`src/rtl/minimig_bank_pkg.sv`:
```
// Shared types and constants for the Minimig bank responder: FSM states,
// bank bit positions, ROM write-protect mask and default timeout.
package minimig_bank_pkg;

    typedef enum logic [1:0] {
        ST_IDLE   = 2'd0,
        ST_ACCESS = 2'd1,
        ST_RESP   = 2'd2
    } state_t;

    localparam int BANK_W = 8;
    localparam int IDX_W  = 3;

    localparam int BANK_KICK    = 7;
    localparam int BANK_KICKEXT = 6;
    localparam int BANK_CHIP    = 5;
    localparam int BANK_SLOW    = 4;

    localparam logic [BANK_W-1:0] ROM_WP_MASK = 8'hC0;

    localparam int DEFAULT_TIMEOUT = 255;

    // Read data returned when the memory controller never answers.
    localparam logic [15:0] TIMEOUT_RDATA = 16'hFFFF;

    function automatic logic is_rom_bank(input logic [BANK_W-1:0] bank);
        return (bank & ROM_WP_MASK) != '0;
    endfunction

endpackage

```
`src/rtl/minimig_bank_responder_if.sv`:
```
// Bus-side access and memory-controller signals of the bank responder.
// The master modport is the bus/memory environment, slave is the responder.
interface minimig_bank_responder_if;

    logic        req;
    logic [7:0]  bank;
    logic [17:0] addr;
    logic        we;
    logic [1:0]  bsel;
    logic [15:0] wdata;
    logic        rom_wp;
    logic        busy;
    logic        ack;
    logic        err;
    logic [15:0] rdata;

    logic        mem_req;
    logic [20:0] mem_addr;
    logic        mem_we;
    logic [1:0]  mem_bsel;
    logic [15:0] mem_wdata;
    logic        mem_ack;
    logic [15:0] mem_rdata;

    modport master (
        output req, bank, addr, we, bsel, wdata, rom_wp, mem_ack, mem_rdata,
        input  busy, ack, err, rdata, mem_req, mem_addr, mem_we, mem_bsel, mem_wdata
    );

    modport slave (
        input  req, bank, addr, we, bsel, wdata, rom_wp, mem_ack, mem_rdata,
        output busy, ack, err, rdata, mem_req, mem_addr, mem_we, mem_bsel, mem_wdata
    );

endinterface

```
`src/rtl/minimig_bank_onehot_enc.sv`:
```
// Combinational one-hot bank select to 3-bit index; valid only when exactly
// one bit is set.
module minimig_bank_onehot_enc
    import minimig_bank_pkg::*;
(
    input  logic [BANK_W-1:0] onehot,
    output logic [IDX_W-1:0]  index,
    output logic              valid
);

    always_comb begin
        index = '0;
        // OR-encoding is exact for one-hot input; garbage otherwise, masked by valid.
        for (int i = 0; i < BANK_W; i++) begin
            if (onehot[i]) begin
                index = index | IDX_W'(i);
            end
        end
        valid = (onehot != '0) && ((onehot & (onehot - 8'd1)) == '0);
    end

endmodule

```
`src/rtl/minimig_bank_responder.sv`:
```
// Accepts a one-hot bank qualified bus access, issues one request to the
// memory controller and returns data/ack/err, with ROM protect and timeout.
module minimig_bank_responder
    import minimig_bank_pkg::*;
#(
    parameter int TIMEOUT = DEFAULT_TIMEOUT
) (
    input  logic                      clk,
    input  logic                      reset,
    minimig_bank_responder_if.slave   bus
);

    localparam logic [7:0] TO_LAST = 8'(TIMEOUT - 1);

    state_t      state, state_nxt;
    logic [7:0]  cnt, cnt_nxt;

    logic        busy_r, busy_nxt;
    logic        ack_r, ack_nxt;
    logic        err_r, err_nxt;
    logic [15:0] rdata_r, rdata_nxt;
    logic        mem_req_r, mem_req_nxt;
    logic [20:0] mem_addr_r, mem_addr_nxt;
    logic        mem_we_r, mem_we_nxt;
    logic [1:0]  mem_bsel_r, mem_bsel_nxt;
    logic [15:0] mem_wdata_r, mem_wdata_nxt;

    logic [IDX_W-1:0] bank_idx;
    logic             bank_valid;
    logic             blocked;

    minimig_bank_onehot_enc u_enc (
        .onehot (bus.bank),
        .index  (bank_idx),
        .valid  (bank_valid)
    );

    assign blocked = bus.we && bus.rom_wp && is_rom_bank(bus.bank);

    always_ff @(posedge clk or posedge reset) begin
        if (reset) begin
            state       <= ST_IDLE;
            cnt         <= '0;
            busy_r      <= 1'b0;
            ack_r       <= 1'b0;
            err_r       <= 1'b0;
            rdata_r     <= '0;
            mem_req_r   <= 1'b0;
            mem_addr_r  <= '0;
            mem_we_r    <= 1'b0;
            mem_bsel_r  <= '0;
            mem_wdata_r <= '0;
        end else begin
            state       <= state_nxt;
            cnt         <= cnt_nxt;
            busy_r      <= busy_nxt;
            ack_r       <= ack_nxt;
            err_r       <= err_nxt;
            rdata_r     <= rdata_nxt;
            mem_req_r   <= mem_req_nxt;
            mem_addr_r  <= mem_addr_nxt;
            mem_we_r    <= mem_we_nxt;
            mem_bsel_r  <= mem_bsel_nxt;
            mem_wdata_r <= mem_wdata_nxt;
        end
    end

    always_comb begin
        state_nxt     = state;
        cnt_nxt       = cnt;
        ack_nxt       = 1'b0;
        err_nxt       = 1'b0;
        rdata_nxt     = rdata_r;
        mem_req_nxt   = 1'b0;
        mem_addr_nxt  = mem_addr_r;
        mem_we_nxt    = mem_we_r;
        mem_bsel_nxt  = mem_bsel_r;
        mem_wdata_nxt = mem_wdata_r;

        case (state)
            ST_IDLE: begin
                if (bus.req) begin
                    mem_addr_nxt  = {bank_idx, bus.addr};
                    mem_we_nxt    = bus.we;
                    mem_bsel_nxt  = bus.bsel;
                    mem_wdata_nxt = bus.wdata;
                    cnt_nxt       = '0;
                    if (!bank_valid || blocked) begin
                        state_nxt = ST_RESP;
                        ack_nxt   = 1'b1;
                        err_nxt   = 1'b1;
                    end else begin
                        state_nxt   = ST_ACCESS;
                        mem_req_nxt = 1'b1;
                    end
                end
            end
            ST_ACCESS: begin
                // mem_ack takes priority over a timeout in the same cycle.
                if (bus.mem_ack) begin
                    state_nxt = ST_RESP;
                    ack_nxt   = 1'b1;
                    if (!mem_we_r) begin
                        rdata_nxt = bus.mem_rdata;
                    end
                end else if (cnt == TO_LAST) begin
                    state_nxt = ST_RESP;
                    ack_nxt   = 1'b1;
                    err_nxt   = 1'b1;
                    rdata_nxt = TIMEOUT_RDATA;
                end else begin
                    cnt_nxt     = cnt + 8'd1;
                    mem_req_nxt = 1'b1;
                end
            end
            ST_RESP: begin
                state_nxt = ST_IDLE;
            end
            default: begin
                state_nxt = ST_IDLE;
            end
        endcase

        busy_nxt = (state_nxt != ST_IDLE);
    end

    assign bus.busy      = busy_r;
    assign bus.ack       = ack_r;
    assign bus.err       = err_r;
    assign bus.rdata     = rdata_r;
    assign bus.mem_req   = mem_req_r;
    assign bus.mem_addr  = mem_addr_r;
    assign bus.mem_we    = mem_we_r;
    assign bus.mem_bsel  = mem_bsel_r;
    assign bus.mem_wdata = mem_wdata_r;

endmodule

```
`src/flat_wrapper.sv`:
```
// flat-port wrapper written by rule: the top's interface ports become plain ports
module minimig_bank_responder_flat import minimig_bank_pkg::*;
#(
    parameter int TIMEOUT = DEFAULT_TIMEOUT
)
  (clk, reset, bus_req, bus_bank, bus_addr, bus_we, bus_bsel, bus_wdata, bus_rom_wp, bus_mem_ack, bus_mem_rdata, bus_busy, bus_ack, bus_err, bus_rdata, bus_mem_req, bus_mem_addr, bus_mem_we, bus_mem_bsel, bus_mem_wdata);
  minimig_bank_responder_if bus_i ();
  input  logic clk;
  input  logic reset;
  input wire logic [$bits(bus_i.req)-1:0] bus_req;
  input wire logic [$bits(bus_i.bank)-1:0] bus_bank;
  input wire logic [$bits(bus_i.addr)-1:0] bus_addr;
  input wire logic [$bits(bus_i.we)-1:0] bus_we;
  input wire logic [$bits(bus_i.bsel)-1:0] bus_bsel;
  input wire logic [$bits(bus_i.wdata)-1:0] bus_wdata;
  input wire logic [$bits(bus_i.rom_wp)-1:0] bus_rom_wp;
  input wire logic [$bits(bus_i.mem_ack)-1:0] bus_mem_ack;
  input wire logic [$bits(bus_i.mem_rdata)-1:0] bus_mem_rdata;
  output wire logic [$bits(bus_i.busy)-1:0] bus_busy;
  output wire logic [$bits(bus_i.ack)-1:0] bus_ack;
  output wire logic [$bits(bus_i.err)-1:0] bus_err;
  output wire logic [$bits(bus_i.rdata)-1:0] bus_rdata;
  output wire logic [$bits(bus_i.mem_req)-1:0] bus_mem_req;
  output wire logic [$bits(bus_i.mem_addr)-1:0] bus_mem_addr;
  output wire logic [$bits(bus_i.mem_we)-1:0] bus_mem_we;
  output wire logic [$bits(bus_i.mem_bsel)-1:0] bus_mem_bsel;
  output wire logic [$bits(bus_i.mem_wdata)-1:0] bus_mem_wdata;
  assign bus_i.req = bus_req;
  assign bus_i.bank = bus_bank;
  assign bus_i.addr = bus_addr;
  assign bus_i.we = bus_we;
  assign bus_i.bsel = bus_bsel;
  assign bus_i.wdata = bus_wdata;
  assign bus_i.rom_wp = bus_rom_wp;
  assign bus_i.mem_ack = bus_mem_ack;
  assign bus_i.mem_rdata = bus_mem_rdata;
  assign bus_busy = bus_i.busy;
  assign bus_ack = bus_i.ack;
  assign bus_err = bus_i.err;
  assign bus_rdata = bus_i.rdata;
  assign bus_mem_req = bus_i.mem_req;
  assign bus_mem_addr = bus_i.mem_addr;
  assign bus_mem_we = bus_i.mem_we;
  assign bus_mem_bsel = bus_i.mem_bsel;
  assign bus_mem_wdata = bus_i.mem_wdata;
  minimig_bank_responder #(.TIMEOUT(TIMEOUT)) u_core (.clk(clk), .reset(reset), .bus(bus_i));
endmodule
```
`config.mk`:
```
export PLATFORM = sky130hd
export DESIGN_NAME = minimig_bank_responder_flat
export DESIGN_NICKNAME = d
export VERILOG_FILES = /design/src/rtl/minimig_bank_pkg.sv /design/src/rtl/minimig_bank_responder_if.sv /design/src/rtl/minimig_bank_onehot_enc.sv /design/src/rtl/minimig_bank_responder.sv /design/src/flat_wrapper.sv
export SDC_FILE = /design/constraint.sdc
export NUM_CORES = 1
export LEC_CHECK = 0
export CAP_MARGIN = 40
export CELL_PAD_IN_SITES_DETAIL_PLACEMENT = 1
export CELL_PAD_IN_SITES_GLOBAL_PLACEMENT = 1
export CORE_MARGIN = 4
export CORE_UTILIZATION = 31
export DETAILED_ROUTE_END_ITERATION = 7
export PLACE_DENSITY_LB_ADDON = 0.1
export SLEW_MARGIN = 20
export SYNTH_ARGS = -nofsm -noshare
export SYNTH_HDL_FRONTEND = slang
export SYNTH_SLANG_ARGS = --single-unit
```
`constraint.sdc`:
```
create_clock -name clk -period 2.7 [get_ports clk]
set_clock_uncertainty 0.05 [all_clocks]
set_input_delay 0.405 -clock clk [delete_from_list [all_inputs] [get_ports clk]]
set_output_delay 0.405 -clock clk [all_outputs]
set_load 0.05 [all_outputs]
```
* Word-level counts from Yosys, hierarchy flattened
Cells that the tools add are included.
** Operators by class
- Reduce and logical (&&, ||, !) cells :: 15
- Equality and inequality tests :: 6
- Mux-type cells :: 31
- Bitwise operators :: 1
- Add/sub/neg operators :: 2
** Operator list (count)
- $mux 16 :: 3
- $mux 8 :: 3
- $pmux 8 s2 :: 1
- $reduce_bool 8->1 :: 2
- $mux 2 :: 6
- $mux 3 :: 4
- $mux 1 :: 10
- $add 8x1->8 const B :: 1
- $and 8x8->8 :: 1
- $eq 8x8->1 const B :: 1
- $logic_not 8->1 :: 1
- $ne 2x2->1 const B :: 4
- $sub 8x1->8 const B :: 1
- $pmux 1 s2 :: 3
- $reduce_bool 2->1 :: 3
- $pmux 2 s2 :: 1
- $reduce_and 4->1 :: 1
- $logic_and 1x1->1 :: 3
- $reduce_and 3->1 :: 1
- $eq 2x1->1 const B :: 1
- $logic_not 2->1 :: 1
- $reduce_and 2->1 :: 1
- $logic_not 1->1 :: 1
- $logic_or 1x1->1 :: 1
** Word-level totals
- Word-level logic and storage cells :: 66
- Register bits :: 70

* Depth between registers and ports, before layout
Gate-level depths: netlist (run 1).
- Word-level depth :: 10
- Mapped depth :: 7
- Mapped depth without buffers :: 6

* By module
From an unflattened synthesis (run 1), not the netlist that was laid out.
** Second synthesis, totals
- Cell total of the unflattened synthesis :: 294
- Area total of the unflattened synthesis :: 2900.3 um2
** Modules (own cells, without submodules)
- minimig_bank_responder :: cells each 280, sequential area each 1751.7 um2, instances 1, area an instance 2782.7 um2
- minimig_bank_onehot_enc :: cells each 14, sequential area each 0.0 um2, instances 1, area an instance 117.6 um2

* Worst setup path after synthesis (run 1)
Ideal clock, no wire load.
- Path type :: reg-to-reg
- Start point :: reg u_core.mem_we_r (netlist: u_core.bus.mem_we)
- End point :: reg u_core.rdata_r[0] (netlist: u_core.bus.rdata[0])
- Setup time :: 0.066 ns
- Slack :: 0.968 ns
- Cell stages (with the launch flop) :: 6
- Required time :: 2.584 ns
- Period minus slack after synthesis :: 1.732 ns
- Buffers on the path :: 2
- Arrival :: 1.616 ns
- Cell sequence :: dfrtp_1 -> nand2b_1 -> nand2b_1 -> clkbuf_1 -> clkbuf_1 -> o22a_1
** On the way
- Longest elaborated chain between the ends :: 2
** Ends and longest elaborated chain
- start: declaration :: line minimig_bank_responder.sv:24 : logic mem_we_r, mem_we_nxt;
- start signal: assignment :: line minimig_bank_responder.sv:62 : mem_we_r <= mem_we_nxt;
- $ne 2x2->1 (no source line)
- $reduce_and 3->1 (no source line)
- end signal: assignment :: line minimig_bank_responder.sv:59 : rdata_r <= rdata_nxt;
- end: declaration :: line minimig_bank_responder.sv:21 : logic [15:0] rdata_r, rdata_nxt;
Every way passes these cells.
A chain may end at the register's enable or synchronous reset.

* Worst setup path after layout (run 1)
- Start point :: reg u_core.mem_we_r (netlist: u_core.bus.mem_we)
- End point :: out bus_mem_we
** RTL lines
- end: declaration :: line flat_wrapper.sv:25 : output wire logic [$bits(bus_i.mem_we)-1:0] bus_mem_we;
No word-level cell between the ends.

==> metrics.csv, run 1 <==
metric,value,unit
wl,8655,µm
die_w,104.5,µm
synth_fp_nets,359,
power.leakage,0.001979,µW
crit_family,buffers and inverters,
antenna_cells,0,
clkSinkCount,70,
clock_latency,0.34,ns
fmax,499.0,MHz
cts_root_buffer,clkbuf_8,
r2r_end,u_core.bus.rdata[15],
cts_buffer_depth,2,
endpoint,bus_mem_we,
cts_hold_buf,0,
crit_buf_inv,1,
syn_area,0.002889,mm²
grtUsageTotal,16.24,%
die_h,104.5,µm
synth_cell_types,35,
place_congestion,0.7792,
nFillCells,998,
ys_seq_elements,70,
rows,34,
cpPeakStageDelay,0.84,ns
post_route_cells_drive_above_1_share,6.161,%
crit_path_start_kind,register,
rsz0062_at_grt,false,
dpl.hpwl,6170,µm
postRouteAntennaNets,0,
initial_core_util,32.49,%
grt_antenna_before_repair,0,
worstHoldPathType,input pin to asynchronous set/reset pin,
setup_viol,0,
core-area,0.008891,mm²
cts_tree,yes,
tightestPinTransition,0.6605,ns
crit_chain,clkdlybuf4s50_1,
yosysSeqAreaShare,60.63,%
post_drt_wl_per_cell,16.33,µm
finalSetupTns,0,ns
drcViolationCount,0,
drtPass1Iterations,4,
r2r_start,u_core.cnt[0],
crit_required,2.25,ns
r2r_setup_slack,0.78,ns
finalCritPeriodShare,74.22,%
htreeDepth,3,
synthTopCellsByArea,"dfrtp_1 61%, nand2_1 15%, o22a_1 4.9%",
finalNetCount,485,
cts_setup_buffers,0,
grt_pass1_vias,2706,
critical_path_depth,1,
ys_warn_count,0,
reg2reg_depth,6,
whs,0.4025,ns
end_kind,primary output,
die_area,0.01093,mm²
grt_pass1_wl,14430,µm
path_clk_slew,0.07,ns
syn-instance-count,291,
synth_area_per_cell,9.928,µm²
io_buffers,125,
outcome,"complete, no violations",
cp_data_arrival_time,1.55,ns
crit_path_start,u_core.bus.mem_we,
cp_slowest_cell,clkdlybuf4s50_1,
crit_fanout,3,
vias,2614,
drt_iter0_drc,86,
hold_viol,0,
grt_overflow_total,0,
power_density,847.1,mW/mm²
maxSlewHeadroom,55.97,%
netlist.area_leader.share,60.63,%
syn2layout_area_growth,55.09,%
grt_max_degree,71,
max-vdd-ir-drop,0.3783,mV
post_cts_resized,0,
finalCriticalPeriod,2.004,ns
maxCapViolCount,0,
path_class,register to primary output,
viasPerCell,4.932,
numCtsBuffers,9,
synth_area_leader_cell,dfrtp_1,
num_io_pins,126,
slew_viol_final,0,
-- worst min path at each step --
stage / from / endpoint / cells past startpoint
floorplan: u_core.state[1] / u_core.bus.busy / 1
global placement: u_core.bus.mem_addr[9] / u_core.bus.mem_addr[9] / 2
detailed placement: u_core.bus.mem_addr[3] / u_core.bus.mem_addr[3] / 2
CTS: reset / u_core.bus.rdata[5] / 3
global route: u_core.bus.mem_addr[10] / u_core.bus.mem_addr[10] / 2
finish: reset / u_core.bus.mem_addr[15] / 3
-- synth_stat cells --
cell type,instances
and4bb_2,2
nand3_1,8
buf_1,2
or4_1,1
dfrtp_1,70
nor3_1,2
nand2_1,118
o21ai_0,10
a21oi_4,1
and2_1,2
nand4_4,1
buf_4,1
nand4_1,1
a21oi_1,2
a21boi_0,1
inv_1,5
or3_1,2
nor2_1,6
o22a_1,16
o211a_1,1
a211o_1,1
nor4_1,3
xor2_1,1
nor4b_1,1
nor2b_1,1
and3_1,1
or4_4,1
a211oi_1,2
or3_4,1
o2111ai_1,2
clkbuf_1,10
o31ai_1,5
ha_1,2
nand2b_1,3
o211ai_1,5
-- cell usage in the layout (no fill, tap or decap), types with 2 or more instances in the layout --
cell             synthesis  final
ha_1                     2      2
a21oi_1                  2      2
and4bb_2                 2      2
a211oi_1                 2      2
buf_4                    1      2
clkdlybuf4s50_1          0    125
clkinv_2                 0      2
nand3_1                  8      8
nor4_1                   3      3
o31ai_1                  5      5
clkinvlp_4               0      2
and2_1                   2      2
nor2_1                   6      6
o22a_1                  16     16
o211ai_1                 5      5
inv_1                    5      4
dfrtp_1                 70     70
o21ai_0                 10     10
or3_1                    2      2
nand2b_1                 3      3
o2111ai_1                2      2
bufinv_16                0      2
nand2_1                118    118
nor3_1                   2      2
clkbuf_8                 0     10
-- flip-flops by register name (all words and copies together), names as in the netlist --
name,count
u_core.bus.mem_bsel,2
u_core.bus.mem_req,1
u_core.bus.err,1
u_core.cnt,8
u_core.bus.ack,1
u_core.state,2
u_core.bus.mem_addr,21
u_core.bus.mem_wdata,16
u_core.bus.busy,1
u_core.bus.rdata,16
u_core.bus.mem_we,1
-- cells by family (layout without fill, tap and decap cells) --
group                      count (synthesis)  after routing  share of synthesized area (%)
and+or+nand+nor                          154            154                          23.60
DFF                                       70             70                          60.63
AOI/OAI and AO/OA                         46             46                          12.13
buffers and inverters                     18            149                          2.469
adders and majority gates                  2              2                         0.8660
xor gates and xnor gates                   1              1                         0.3032
-- layer usage --
layer,part of all wire (%),wire (µm),up-vias,GRT usage [%]
li1,-,-,1235,-
met1,45,3937,1287,21.40
met2,47,4101,82,26.34
met3,5.5,479,10,3.391
met4,1.6,136,0,6.268
met5,0,0,-,0
-- report_power, final --
part	internal, µW	switching (µW)
Sequential	1240	106
Combinational	503	992
Clock	542	409
-- per-stage QoR --
step                std cells  utilization (%)  area (µm²)  power, µW  setup WS (ns)
floorplan                 291                -        2889       2277         0.4768
global route              530            50.39        4481       3984         0.6141
CTS                       530            50.39        4481       3857         0.6616
finish                    530            50.39        4481       3795         0.6960
global placement          514            47.89        4258       2856         0.4965
detailed placement        514            47.89        4258       2883         0.4510
-- final cells by class --
type / instances / area [µm²] / share of cell area [%]
Clock inverter: 6 / 85.08 / 1.899
Multi-Input combinational cell: 203 / 1066 / 23.79
Sequential cell: 70 / 1752 / 39.10
Inverter: 5 / 18.77 / 0.4189
Tap cell: 108 / 135.1 / 3.016
Timing Repair Buffer: 128 / 1286 / 28.71
Clock buffer: 10 / 137.6 / 3.072
Power figures use the tool's default switching activity.
==> run 2: changes to the inputs <==
- clock period: 2.7 -> 2 ns (I/O delays scaled with it)
==> run 2 against run 1 <==
Effect of this change: die area unchanged; global-route usage about the same; routed wire length fell by 1.2%; flip-flop and latch count unchanged; via count shrank 0.27%; critical path depth is the same; core utilization up 1.5 points; power increased by 36%; non-clock buffer count rose by 11; first-iteration DRC count down 41%; critical endpoint unchanged; highest routed layer unchanged.
==> metrics.csv, run 2 (same netlist as run 1, synthesis figures left out) <==
metric,value,unit
path_class,register to primary output,
post_route_cells_drive_above_1_share,8.314,%
rows,34,
cts_tree,yes,
place_congestion,0.8052,
grt_max_degree,51,
cts_setup_buffers,0,
post_drt_wl_per_cell,15.80,µm
clkSinkCount,70,
io_buffers,125,
total_power,5152,µW
setup_viol,0,
max-vdd-ir-drop,0.5030,mV
crit_required,1.65,ns
path_clk_slew,0.08,ns
wl,8547,µm
nFillCells,1006,
htreeDepth,3,
fmax,517.9,MHz
grt_pass1_vias,2700,
core-area,0.008891,mm²
syn2layout_area_growth,59.85,%
finalSetupTns,0,ns
die_h,104.5,µm
grt_overflow_total,0,
drt_iter0_drc,51,
dpl.hpwl,6281,µm
outcome,"complete, no violations",
grt_pass1_wl,14260,µm
crit_fanout,3,
rsz0062_at_grt,false,
die_area,0.01093,mm²
power_density,1116,mW/mm²
finalCritPeriodShare,96.55,%
finalCriticalPeriod,1.931,ns
crit_buf_inv,1,
drtPass1Iterations,4,
instances_no_fill,541,
most-common-layout-cells,"125 x clkdlybuf4s50_1, 118 x nand2_1, 70 x dfrtp_1",
power.leakage,0.002037,µW
grt_antenna_before_repair,0,
maxCapViolCount,0,
largest_register_ffs,21,
worstHoldPathType,input pin to asynchronous set/reset pin,
viasPerCell,4.819,
postRouteAntennaNets,0,
grtUsageTotal,16.20,%
maxSlewHeadroom,62.82,%
initial_core_util,32.49,%
crit_chain,clkdlybuf4s50_1,
final_common_cell,clkdlybuf4s50_1,
vias,2607,
tightestPinTransition,0.5560,ns
cts_hold_buf,0,
slew_viol_final,0,
cp_slowest_cell,clkdlybuf4s50_1,
cts_root_buffer,clkbuf_8,
finalNetCount,496,
end_kind,primary output,
clock_latency,0.34,ns
cpPeakStageDelay,0.83,ns
antenna_cells,0,
hold_viol,0,
numCtsBuffers,9,
cts_buffer_depth,2,
drcViolationCount,0,
cp_data_arrival_time,1.58,ns
num_io_pins,126,
crit_family,buffers and inverters,
dpl.cell_count,525,
post_cts_resized,0,
crit_path_start_kind,register,
die_w,104.5,µm
-- run 2: cell types whose count changed in the layout (fill, tap and decap cells not counted), sizes merged --
cell	change
inv	-1
buf	+11
clkbuf	+1
clkinv	-2
clkinvlp	+2
-- run 2: path summary, 6_finish.rpt --
kind	slack, ns	start	depth (start not counted)	to
max	0.07	u_core.bus.mem_we	1	bus_mem_we
min	0.29	reset	2	u_core.bus.mem_addr[10]
max reg2reg	0.23	u_core.cnt[0]	7	u_core.bus.rdata[9]
min reg2reg	0.42	u_core.bus.mem_addr[14]	2	u_core.bus.mem_addr[14]
max in group asynchronous	1.10	reset	3	u_core.bus.mem_req
min in group clk	0.42	u_core.bus.mem_addr[14]	2	u_core.bus.mem_addr[14]
-- run 2: layer usage --
metal	vias up	wire, µm	track usage [%]
li1	1259	-	-
met1	1263	3811	20.99
met3	8	468	3.946
met5	-	0	0
met2	77	4153	26.52
met4	0	114	5.698
-- run 2: layout make-up --
cell class	instances	area, µm²	share of cell area (%)
Inverter	5	22.52	0.4877
Clock inverter	5	82.58	1.788
Timing Repair Buffer	139	1419	30.72
Sequential cell	70	1752	37.93
Multi-Input combinational cell	203	1066	23.08
Tap cell	108	135.1	2.926
Clock buffer	11	141.4	3.062
-- run 2: where the power goes --
part,total [µW],switching (µW),leakage (µW),internal [µW]
Sequential,1820,143,0.000843,1680
Clock,1280,541,0.000102,737
Combinational,2050,1350,0.00109,707
-- run 2: stage by stage --
| stage | instance area, µm² | hold slack [ns] | setup slack [ns] | utilization (%) |
|---|---|---|---|---|
| after floorplan | 2893 | 0.3554 | 0.2679 | - |
| after global placement | 4394 | 0.4060 | -0.04245 | 49.42 |
| after detailed placement | 4394 | 0.4117 | -0.08405 | 49.42 |
| after CTS | 4618 | 0.2830 | 0.02461 | 51.94 |
| after global routing | 4618 | 0.3192 | 0.0006655 | 51.94 |
| final | 4618 | 0.2853 | 0.06903 | 51.94 |
